## config.mk

```make
export PLATFORM = sky130hd
export DESIGN_NAME = video_bank_sched
export DESIGN_NICKNAME = d
export VERILOG_FILES = /design/src/rtl/video_bank_sched.sv
export SDC_FILE = /design/constraint.sdc
export NUM_CORES = 1
export LEC_CHECK = 0
export CAP_MARGIN = 20
export CORE_MARGIN = 1
export CORE_UTILIZATION = 51
export CTS_CLUSTER_SIZE = 14
export DETAILED_ROUTE_END_ITERATION = 10
export GPL_ROUTABILITY_DRIVEN = 0
export GPL_TIMING_DRIVEN = 1
export HOLD_SLACK_MARGIN = 0.02
export PLACE_DENSITY = 0.83
export SLEW_MARGIN = 20
export SYNTH_ARGS = -nofsm -noshare
export SYNTH_HDL_FRONTEND = slang
export SYNTH_SLANG_ARGS = --single-unit
```

## constraint.sdc

```tcl
create_clock -name CLK_40 -period 3.16 [get_ports CLK_40]
set_input_delay 0.474 -clock CLK_40 [delete_from_list [all_inputs] [get_ports CLK_40]]
set_output_delay 0.474 -clock CLK_40 [all_outputs]
set_load 0.005 [all_outputs]
```

## src/rtl/video_bank_sched.sv

```systemverilog
// video_bank_sched: ping-pong scheduler for the two video memory banks (CLK_40 domain).
// Chooses the SPI write bank and the VGA read bank. Drives chip_select payload requests and pulses switch_mode on each swap.
// Optional build macro VIDEO_BANK_SCHED_STATS_EN adds swap_count / underrun_count outputs.
module video_bank_sched #(
  parameter int FRAMES_PER_BANK = 15,
  parameter int FRAME_REPEAT    = 2,
  parameter int CS_GAP          = 40,
  parameter int IDX_W           = 4
) (
  input  logic             CLK_40,
  input  logic             reset,
  input  logic             start,
  input  logic             wr_frame_done,
  input  logic             vga_frame_end,
  output logic             chip_select,
  output logic             write_bank2,
  output logic             read_bank1,
  output logic             read_bank2,
  output logic             switch_mode,
  output logic [IDX_W-1:0] read_frame_idx,
  output logic [IDX_W-1:0] wr_count,
  output logic             underrun,
  output logic             overflow
`ifdef VIDEO_BANK_SCHED_STATS_EN
  ,
  output logic [15:0]      swap_count,
  output logic [7:0]       underrun_count
`endif
);

  localparam int GAP_W = $clog2(CS_GAP + 1);
  localparam int REP_W = (FRAME_REPEAT > 1) ? $clog2(FRAME_REPEAT) : 1;

  localparam logic [IDX_W-1:0] FULL_CNT = IDX_W'(FRAMES_PER_BANK);
  localparam logic [IDX_W-1:0] LAST_IDX = IDX_W'(FRAMES_PER_BANK - 1);
  localparam logic [REP_W-1:0] REP_LAST = REP_W'(FRAME_REPEAT - 1);
  localparam logic [GAP_W-1:0] GAP_LOAD = GAP_W'(CS_GAP);

  typedef enum logic [1:0] {S_IDLE, S_FILL, S_PLAY, S_STALL} state_e;

  state_e             state_q, state_d;
  logic               cs_q, cs_d;
  logic               wb2_q, wb2_d;
  logic               rb1_q, rb1_d;
  logic               rb2_q, rb2_d;
  logic               sw_q, sw_d;
  logic [IDX_W-1:0]   ridx_q, ridx_d;
  logic [IDX_W-1:0]   wcnt_q, wcnt_d;
  logic [REP_W-1:0]   rep_q, rep_d;
  logic [GAP_W-1:0]   gap_q, gap_d;
  logic               urun_q, urun_d;
  logic               ovf_q, ovf_d;
`ifdef VIDEO_BANK_SCHED_STATS_EN
  logic [15:0]        swap_cnt_q, swap_cnt_d;
  logic [7:0]         urun_cnt_q, urun_cnt_d;
`endif

  // Shared decode: the write increment is applied before the swap decision,
  // so a frame completing in the same cycle as vga_frame_end can enable a swap.
  logic             active;
  logic             wr_acc;
  logic             wr_ovf;
  logic [IDX_W-1:0] wcnt_inc;
  logic             bank_full;
  logic             rep_wrap;
  logic             last_frame;
  logic             do_swap;
  logic             do_stall;

  assign active     = (state_q != S_IDLE);
  assign wr_acc     = active && wr_frame_done && (wcnt_q != FULL_CNT);
  assign wr_ovf     = active && wr_frame_done && (wcnt_q == FULL_CNT);
  assign wcnt_inc   = wcnt_q + IDX_W'(wr_acc);
  assign bank_full  = (wcnt_inc == FULL_CNT);
  assign rep_wrap   = vga_frame_end && (rep_q == REP_LAST);
  assign last_frame = (ridx_q == LAST_IDX);
  assign do_swap    = ((state_q == S_FILL)  && vga_frame_end && bank_full) ||
                      ((state_q == S_PLAY)  && rep_wrap && last_frame && bank_full) ||
                      ((state_q == S_STALL) && vga_frame_end && bank_full);
  assign do_stall   = (state_q == S_PLAY) && rep_wrap && last_frame && !bank_full;

  // State register; reset drops any partial fill immediately.
  always_ff @(posedge CLK_40 or negedge reset) begin
    if (!reset) state_q <= S_IDLE;
    else        state_q <= state_d;
  end

  // Next-state selection.
  always_comb begin
    state_d = state_q;
    case (state_q)
      S_IDLE:  if (start) state_d = S_FILL;
      S_FILL:  if (do_swap) state_d = S_PLAY;
      S_PLAY:  if (do_stall) state_d = S_STALL;
      S_STALL: if (do_swap) state_d = S_PLAY;
      default: state_d = S_IDLE;
    endcase
  end

  // Next values of the registered outputs and counters.
  always_comb begin
    cs_d   = cs_q;
    wb2_d  = wb2_q;
    rb1_d  = rb1_q;
    rb2_d  = rb2_q;
    sw_d   = 1'b0;
    ridx_d = ridx_q;
    wcnt_d = wcnt_q;
    rep_d  = rep_q;
    gap_d  = gap_q;
    urun_d = urun_q | do_stall;
    ovf_d  = ovf_q | wr_ovf;
`ifdef VIDEO_BANK_SCHED_STATS_EN
    swap_cnt_d = swap_cnt_q;
    urun_cnt_d = urun_cnt_q;
`endif
    case (state_q)
      S_IDLE: begin
        cs_d   = !start;
        wb2_d  = 1'b0;
        wcnt_d = '0;
      end
      S_FILL: begin
        wcnt_d = wcnt_inc;
        cs_d   = bank_full;
      end
      S_PLAY, S_STALL: begin
        wcnt_d = wcnt_inc;
        if (gap_q != '0) gap_d = gap_q - 1'b1;
        // Hold off the PC during the post-swap gap and while the bank is full.
        cs_d = bank_full || (gap_q != '0);
        if (state_q == S_PLAY && vga_frame_end) begin
          if (rep_wrap) begin
            rep_d = '0;
            if (!last_frame) ridx_d = ridx_q + 1'b1;
          end else begin
            rep_d = rep_q + 1'b1;
          end
        end
      end
      default: ;
    endcase

    if (do_swap) begin
      // The bank just filled becomes the read bank; the other one is refilled.
      rb1_d  = !wb2_q;
      rb2_d  = wb2_q;
      wb2_d  = !wb2_q;
      wcnt_d = '0;
      ridx_d = '0;
      rep_d  = '0;
      sw_d   = 1'b1;
      gap_d  = GAP_LOAD;
      cs_d   = 1'b1;
`ifdef VIDEO_BANK_SCHED_STATS_EN
      swap_cnt_d = swap_cnt_q + 16'd1;
`endif
    end
`ifdef VIDEO_BANK_SCHED_STATS_EN
    if (do_stall && urun_cnt_q != 8'hFF) urun_cnt_d = urun_cnt_q + 8'd1;
`endif
  end

  // Output and counter registers.
  always_ff @(posedge CLK_40 or negedge reset) begin
    if (!reset) begin
      cs_q   <= 1'b1;
      wb2_q  <= 1'b0;
      rb1_q  <= 1'b0;
      rb2_q  <= 1'b0;
      sw_q   <= 1'b0;
      ridx_q <= '0;
      wcnt_q <= '0;
      rep_q  <= '0;
      gap_q  <= '0;
      urun_q <= 1'b0;
      ovf_q  <= 1'b0;
`ifdef VIDEO_BANK_SCHED_STATS_EN
      swap_cnt_q <= '0;
      urun_cnt_q <= '0;
`endif
    end else begin
      cs_q   <= cs_d;
      wb2_q  <= wb2_d;
      rb1_q  <= rb1_d;
      rb2_q  <= rb2_d;
      sw_q   <= sw_d;
      ridx_q <= ridx_d;
      wcnt_q <= wcnt_d;
      rep_q  <= rep_d;
      gap_q  <= gap_d;
      urun_q <= urun_d;
      ovf_q  <= ovf_d;
`ifdef VIDEO_BANK_SCHED_STATS_EN
      swap_cnt_q <= swap_cnt_d;
      urun_cnt_q <= urun_cnt_d;
`endif
    end
  end

  assign chip_select    = cs_q;
  assign write_bank2    = wb2_q;
  assign read_bank1     = rb1_q;
  assign read_bank2     = rb2_q;
  assign switch_mode    = sw_q;
  assign read_frame_idx = ridx_q;
  assign wr_count       = wcnt_q;
  assign underrun       = urun_q;
  assign overflow       = ovf_q;
`ifdef VIDEO_BANK_SCHED_STATS_EN
  assign swap_count     = swap_cnt_q;
  assign underrun_count = urun_cnt_q;
`endif

endmodule
```

==> results of run 1 <==
[cell usage in the layout, fill, tap and decap left out, types with 2 or more instances in the layout]
master	Yosys	final
a21oi_1	3	3
buf_4	0	4
clkbuf_4	0	3
clkdlybuf4s50_1	0	19
dfrtp_1	23	23
ha_1	5	5
inv_1	5	5
mux2i_1	4	4
nand2_1	6	6
nand2b_1	4	4
nand3_1	5	5
nor2_1	11	11
nor2b_1	3	3
nor3_1	6	6
nor3b_1	3	3
o21ai_0	3	3
or2_2	2	2
or4_1	2	2
xnor2_1	3	3
xor2_1	3	3
[sequential cells by signal, indices dropped and copies added, names as in the netlist]
name            flops
write_bank2         1
read_frame_idx      4
read_bank2          1
wr_count            4
gap_q               6
overflow            1
rep_q               1
chip_select         1
state_q             2
read_bank1          1
switch_mode         1
underrun            1
[metal layers]
layer,share of wire [%],up-vias
met5,0,-
met4,1.9,0
met3,2.9,4
met2,48,19
met1,47,409
li1,-,443
[power by group through the flow]
stage | sequential (W) | clock (W) | combinational [W]
2_1_floorplan | 0.000530 | 0 | 0.000285
3_3_place_gp | 0.000542 | 0 | 0.000467
3_5_place_dp | 0.000553 | 0 | 0.000481
4_1_cts | 0.000545 | 0.000165 | 0.000489
5_1_grt | 0.000568 | 0.000179 | 0.000540
6_report | 0.000546 | 0.000160 | 0.000482
[cell type report]
cell class	instances	area [sq um]
repair buffers	23	220.2
inverters	5	18.77
well taps	28	35.03
fillers	174	757.0
clock buffers	4	36.28
flip-flops and latches	24	601.8
multi-input cells	80	543.0
[worst max-delay path, stage by stage, from the launching register on]
cell	delay [ps]
dfrtp_1	500
o21ai_0	250
nor2b_1	90
ha_1	230
ha_1	210
xnor2_1	140
or4_4	580
a21oi_2	200
buf_4	240
a211oi_1	70
[kinds of logic after synthesis]
logic type / count (synthesis) / share of synthesized area [%]
compound gates: 13 / 7.024
mux: 6 / 5.555
buf+inv: 9 / 4.088
xor+xnor: 6 / 4.403
simple gates: 50 / 23.27
fa+ha+maj: 5 / 5.241
flops: 24 / 50.42
[metrics by stage]
step,worst slack (ps),total power [W],hold WS [ps],cells,cell area [sq um]
2_1_floorplan,550.8,0.0008150,178.4,113,1194
3_3_place_gp,397.8,0.001009,455.1,160,1419
6_report,523.8,0.001188,486.5,164,1455
4_1_cts,531.0,0.001198,488.3,164,1455
3_5_place_dp,305.0,0.001034,454.4,160,1419
5_1_grt,329.7,0.001288,509.8,164,1455
[how the worst max path moves through the flow]
stage / start / endpoint / slack, ps / cells after the start
floorplan: state_q[1] / read_bank2 / 550 / 10
global placement: wr_frame_done / wr_count[2] / 400 / 10
detailed placement: wr_frame_done / wr_count[1] / 300 / 10
CTS: state_q[0] / wr_count[1] / 530 / 9
global route: state_q[0] / read_bank1 / 330 / 9
finish: state_q[0] / gap_q[1] / 520 / 9
==> qor.txt, run 1 <==
Fraction of layout instances using a drive strength above 1: 11.76%
Cell taking the most area after synthesis: dfrtp_1
DRC: 0
Final period utilization: 83.43%
Ys flop type: dfrtp_1
Top cells by count, synth: 23 x dfrtp_1, 11 x nor2_1, 6 x nand2_1, 6 x nor3_1
Congestion Overflow GR: 0
Via density: 5.335
Reg2reg start: state_q[0]
1st-pass router iterations: 4
M1 GR Usage: 25.64%
Fmax achieved: 0.3793 GHz
Gate power share: 40.5%
Net Switching: 0.0004107 W
Routing usage on met3: 3.939%
Sequential share of the synthesized area: 50.42%
Leakage power: 0.6345 nW
Setup violators final: 0
Post-synth EDFFs: 0
First-pass GRT wire length: 3788 microns
# port buffers: 19
Top cell type's share of synthesized area: 48.22%
Antenna-violating nets left: 0
Initial Util: 53.96%
Clock Tree Root: clkbuf_4
Overall Global Routing Usage: 20.58%
Core ar.: 2212 sq um
#FFs+latches synth: 24
Internal power: 0.0007776 W
Max clock buf depth: 2
Syn. warnings: 0
Count of different cell masters after synthesis: 37
Drt total wl: 2124 microns
Pin count of the biggest net entering global routing: 25
Crit end category: flip-flop
CTS tree: yes
Worst Tran Pin Value: 487.4 ps
Gate Count Post-Synth: 113
Worst EP arrival: 2820 ps
Final core utilization: 65.78%
Final Hold Fails: 0
Final Skew: 5.571 ps
Worst-path clk slew: 130 ps
Status: completed
I/O pin cnt: 20
Worst reg2reg path depth: 9
CP Launch Type: flip-flop
Pwr Density: 816.6 nW/um^2
Sw Ratio: 34.56%
Nets@finish: 147
Worst-path fanout max: 15
HPWL Detailed: 1560 microns
Core Rows: 17
Critical Path RT: 3350 ps
Final Max Slew Viols: 0
Count leader, synth: dfrtp_1
Chip height: 50.38 microns
Diodes inserted: 0
Fin Setup TNS: 0 ps
Dominant cells by area after synthesis: dfrtp_1 48%, ha_1 5.2%, nor2_1 3.5%, mux2i_1 3.4%, nor3_1 2.5%
Sink Count: 24
Horiz. Die Dim: 50.38 microns
Post-CTS setup buffer count: 0
Antenna violations before repair: 0
R2r endpoint: gap_q[1]
Die Footprint: 2538 sq um
Crit Path Class: reg -> reg
Number of global-route vias before repair: 867
Global Route met2 Usage: 32.67%
Netlist Area Pre-Place: 1194 sq um
Max-slew headroom: 67.22%
Max cap viols: 0
Post-Syn Nets: 123
Total CTS buffers: 3
Mapped Avg Cell Area: 10.56 sq um
Worst vdd ir: 0.0004181 V
Worst skew pair latency: 320 ps
Cts repair resizes: 0
Tmin final: 2636 ps
Clock Power Share: 13.5%
Layer with the highest usage: met2
Cts hold-fix bufs: 0
Sequential share of power: 46.0%
Synth-to-Final Area Change: 21.91%
Clock H-tree levels: 1
Iteration-0 DRC Markers: 14
Post-DR wirelength/cell: 12.95 microns
RSZ-0062 raised after global routing: no
Reg-to-reg slack, setup: 520 ps
Vias: 875
Hold WC Path Type: in -> async
Asr flop ratio synth: 100.0%
Note: power is estimated with default switching activity, not from simulation.
==> run 2, diff against run 1 <==
clock period = 2.8 ns   (was 3.16 ns; I/O delays follow)
==> qor.txt, run 2 (same netlist as run 1, synthesis figures left out) <==
Number of global-route vias before repair: 884 (+2.0%)
Final Power: 0.001433 W (+21%)
Nets@finish: 149 (+1.4%)
Commonest cells after routing, fill and taps aside: 23 x dfrtp_1, 19 x clkdlybuf4s50_1, 11 x nor2_1
Worst-path clk slew: 140 ps (about the same)
Worst Tran Pin Value: 482.1 ps (-5.318 ps)
Worst EP arrival: 2790 ps (-30 ps)
Cts repair resizes: 0 (unchanged)
Total CTS buffers: 3 (unchanged)
Clock H-tree levels: 1 (unchanged)
Max cap viols: 0 (unchanged)
Max-slew headroom: 67.57% (+0.36 points)
Clock Tree Root: clkbuf_4
CP Launch Type: flip-flop
Worst skew pair latency: 320 ps (about the same)
Max clock buf depth: 2 (unchanged)
Hold WC Path Type: in -> async
Cts hold-fix bufs: 0 (unchanged)
Sink Count: 24 (unchanged)
Iteration-0 DRC Markers: 13 (-1)
Critical Path RT: 3060 ps (-290 ps)
Worst-path fanout max: 6 (-9)
Tmin final: 2531 ps (-105.7 ps)
Status: completed
# port buffers: 19 (unchanged)
Final Hold Fails: 0 (unchanged)
I/O pin cnt: 20 (unchanged)
1st-pass router iterations: 4 (unchanged)
Crit end category: flip-flop
Pwr Density: 963.9 nW/um^2 (+18%)
Crit Path Class: reg -> reg
CTS tree: yes
Final period utilization: 90.38% (+7.0 points)
Synth-to-Final Area Change: 24.53%
Fin Setup TNS: 0 ps (unchanged)
Fmax achieved: 0.3952 GHz (+4.2%)
DRC: 0 (unchanged)
Fillers: 194 (+11%)
Via density: 5.349 (+0.26%)
Initial Util: 53.96% (unchanged)
Fraction of layout instances using a drive strength above 1: 13.04% (+1.3 points)
Antenna violations before repair: 0 (unchanged)
Final Skew: 3.296 ps (-2.275 ps)
Final Max Slew Viols: 0 (unchanged)
Vias: 888 (+1.5%)
Post-CTS setup buffer count: 0 (unchanged)
Horiz. Die Dim: 50.38 microns (unchanged)
Chip height: 50.38 microns (unchanged)
Setup violators final: 0 (unchanged)
Congestion Overflow GR: 0 (unchanged)
Final core utilization: 67.19% (+1.4 points)
Worst vdd ir: 0.0005175 V (+24%)
Antenna-violating nets left: 0 (unchanged)
Die Footprint: 2538 sq um (unchanged)
Post-route setup slack: 269.5 ps (-254.3 ps)
Worst reg2reg path depth: 9 (unchanged)
Core ar.: 2212 sq um (unchanged)
HPWL Detailed: 1641 microns (+5.2%)
Leakage power: 0.6508 nW (+2.6%)
Post-DR wirelength/cell: 13.63 microns (+5.3%)
Biggest register: gap_q
Overall Global Routing Usage: 21.23% (+0.65 points)
Core Rows: 17 (unchanged)
Pin count of the biggest net entering global routing: 25 (unchanged)
Drt total wl: 2263 microns (+6.5%)
Place WS: 21.08 ps (-283.9 ps)
Number of flip-flops in the largest register: 6 (unchanged)
Diodes inserted: 0 (unchanged)
First-pass GRT wire length: 3939 microns (+4.0%)
Most common cell after layout, fill and taps aside: dfrtp_1
RSZ-0062 raised after global routing: no
run 2: cell count changes in the layout (fill, tap and decap cells not counted), sizes merged:
cell,delta
buf,+2
bufinv,+1
clkbuf,-1
run 2: worst paths after layout:
kind	slack, ps	startpoint	endpoint
worst min-delay path	430	reset	switch_mode
max in group asynchronous	2080	reset	chip_select
worst max register to register	270	wr_count[2]	read_bank1
min in group CLK_40	490	underrun	underrun
worst max-delay path	270	wr_count[2]	read_bank1
worst min register to register	490	underrun	underrun
run 2: cell type report:
class	instances	area (sq um)	share of cell area (%)
timing repair buffer	25	235.2	15.82
clock buffer	3	22.52	1.515
multi-input combinational	80	543.0	36.53
inverter	5	18.77	1.263
tap	28	35.03	2.357
sequential	24	601.8	40.49
clock inverter	1	30.03	2.020
run 2: per-stage QoR:
stage,cells,area [sq um],hold slack [ps]
floorplan,113,1194,124.4
global placement,162,1434,455.0
detailed placement,162,1434,455.1
CTS,166,1486,436.4
global route,166,1486,452.9
finish,166,1486,428.5
run 2: power breakdown:
part | total (W) | internal [W] | switching, W
combinational | 0.000564 | 0.000326 | 0.000238
clock | 0.000257 | 0.000145 | 0.000113
sequential | 0.000611 | 0.000481 | 0.000130
total | 0.00143 | 0.000952 | 0.000480
run 2: routing by layer:
metal,GRT usage (%),part of all wire (%),vias to the layer above
met2,34.22,48,16
met3,4.242,3.0,6
met1,26.43,47,426
li1,-,-,440
met4,12.04,2.4,0
met5,0,0,-
run 2: worst max-delay path, stage by stage (launching register included):
cell and delay [ps]:
dfrtp_1 480, nand4_1 140, nor2b_1 160, ha_1 200
ha_1 190, xnor2_1 130, or4_4 580, a21oi_2 190
buf_4 180, mux2i_1 190
==> run 3, diff against run 2 <==
MAX_ROUTING_LAYER = met4   (was unset)
==> qor.txt, run 3 (same netlist as run 1, synthesis figures left out) <==
I/O pin cnt: 20 (unchanged)
Chip height: 50.38 microns (unchanged)
Nets@finish: 149 (unchanged)
Pwr Density: 962.7 nW/um^2 (-0.13%)
Final Power: 0.001431 W (-0.13%)
Antenna violations before repair: 0 (unchanged)
Crit Path Class: reg -> reg
Drt total wl: 2265 microns (about the same)
Final Max Slew Viols: 0 (unchanged)
# port buffers: 19 (unchanged)
Worst skew pair latency: 320 ps (about the same)
Number of global-route vias before repair: 882 (-0.23%)
Status: completed
Layer with the highest usage: met2
Iteration-0 DRC Markers: 11 (-2)
1st-pass router iterations: 4 (unchanged)
Fin Setup TNS: 0 ps (unchanged)
Post-CTS setup buffer count: 0 (unchanged)
Overall Global Routing Usage: 21.82% (+0.59 points)
Final period utilization: 90.10% (-0.27 points)
Commonest cells after routing, fill and taps aside: 23 x dfrtp_1, 19 x clkdlybuf4s50_1, 11 x nor2_1
Pin count of the biggest net entering global routing: 25 (unchanged)
Global Route met2 Usage: 34.22% (unchanged)
Synth-to-Final Area Change: 24.53% (unchanged)
DRC: 0 (unchanged)
RSZ-0062 raised after global routing: no
Die Footprint: 2538 sq um (unchanged)
Most common cell after layout, fill and taps aside: dfrtp_1
Worst vdd ir: 0.0005182 V (+0.13%)
Leakage power: 0.6508 nW (unchanged)
Setup violators final: 0 (unchanged)
Horiz. Die Dim: 50.38 microns (unchanged)
Core Rows: 17 (unchanged)
Total CTS buffers: 3 (unchanged)
Max cap viols: 0 (unchanged)
Routing usage on met3: 4.242% (unchanged)
Fraction of layout instances using a drive strength above 1: 13.04% (unchanged)
Cts hold-fix bufs: 0 (unchanged)
Clock H-tree levels: 1 (unchanged)
Post-DR wirelength/cell: 13.64 microns (about the same)
Max-slew headroom: 67.99% (+0.42 points)
Worst Tran Pin Value: 475.8 ps (-6.246 ps)
CTS tree: yes
Final Hold Fails: 0 (unchanged)
Max clock buf depth: 2 (unchanged)
Crit end category: flip-flop
Worst-path fanout max: 6 (unchanged)
Worst EP arrival: 2780 ps (about the same)
Initial Util: 53.96% (unchanged)
First-pass GRT wire length: 3939 microns (unchanged)
Antenna-violating nets left: 0 (unchanged)
Fmax achieved: 0.3964 GHz (+0.30%)
Vias: 900 (+1.4%)
CP Launch Type: flip-flop
Clock Tree Root: clkbuf_4
Post-placement cell area: 1434 sq um (unchanged)
Biggest register: gap_q
Worst-path clk slew: 140 ps (about the same)
Diodes inserted: 0 (unchanged)
Via density: 5.422 (+1.4%)
Core ar.: 2212 sq um (unchanged)
Hold WC Path Type: in -> async
Fin area: 1486 sq um (unchanged)
Sink Count: 24 (unchanged)
Number of flip-flops in the largest register: 6 (unchanged)
Critical Path RT: 3060 ps (about the same)
Congestion Overflow GR: 0 (unchanged)
M1 GR Usage: 26.43% (unchanged)
Tmin final: 2523 ps (-7.638 ps)
Cts repair resizes: 0 (unchanged)
HPWL Detailed: 1641 microns (unchanged)
Final Skew: 4.312 ps (+1.016 ps)
run 3: final cells by class:
| type | instances | area (sq um) |
|---|---|---|
| fillers | 194 | 725.7 |
| clock buffers | 3 | 22.52 |
| flip-flops and latches | 24 | 601.8 |
| inverters | 5 | 18.77 |
| repair buffers | 25 | 235.2 |
| well taps | 28 | 35.03 |
| multi-input cells | 80 | 543.0 |
| clock inverters | 1 | 30.03 |
run 3: power breakdown:
| part | switching [W] | internal (W) | total [W] |
|---|---|---|---|
| logic | 0.000239 | 0.000326 | 0.000566 |
| registers | 0.000128 | 0.000481 | 0.000609 |
| clock network | 0.000111 | 0.000145 | 0.000256 |
| total | 0.000478 | 0.000953 | 0.00143 |
run 3: per-layer routing:
layer | routed length, microns | part of all wire [%]
met1 | 1033 | 46
met2 | 1069 | 47
met3 | 103 | 4.5
met5 | 0 | 0
met4 | 58 | 2.6
run 3: final timing paths:
check                            startpoint           to  slack, ps  cells past startpoint
worst max-delay path            wr_count[2]   read_bank1        280                      9
worst min-delay path                  reset  switch_mode        430                      2
worst max register to register  wr_count[2]   read_bank1        280                      9
worst min register to register     underrun     underrun        490                      1
max in group asynchronous             reset  chip_select       2090                      2
min in group CLK_40                underrun     underrun        490                      1
run 3: stage by stage:
step	hold slack (ps)	setup slack [ps]	cells	util, %
global route	452.8	97.48	166	67.19
global placement	455.0	123.7	162	64.82
floorplan	124.4	190.8	113	-
CTS	436.4	266.8	166	67.19
finish	425.5	277.1	166	67.19
detailed placement	455.1	21.08	162	64.82
run 3: worst max-delay path, cell delays in order, from the launching register on:
cell     delay [ps]
dfrtp_1         480
nand4_1         140
nor2b_1         160
ha_1            200
ha_1            190
xnor2_1         130
or4_4           590
a21oi_2         200
buf_4           180
mux2i_1         190
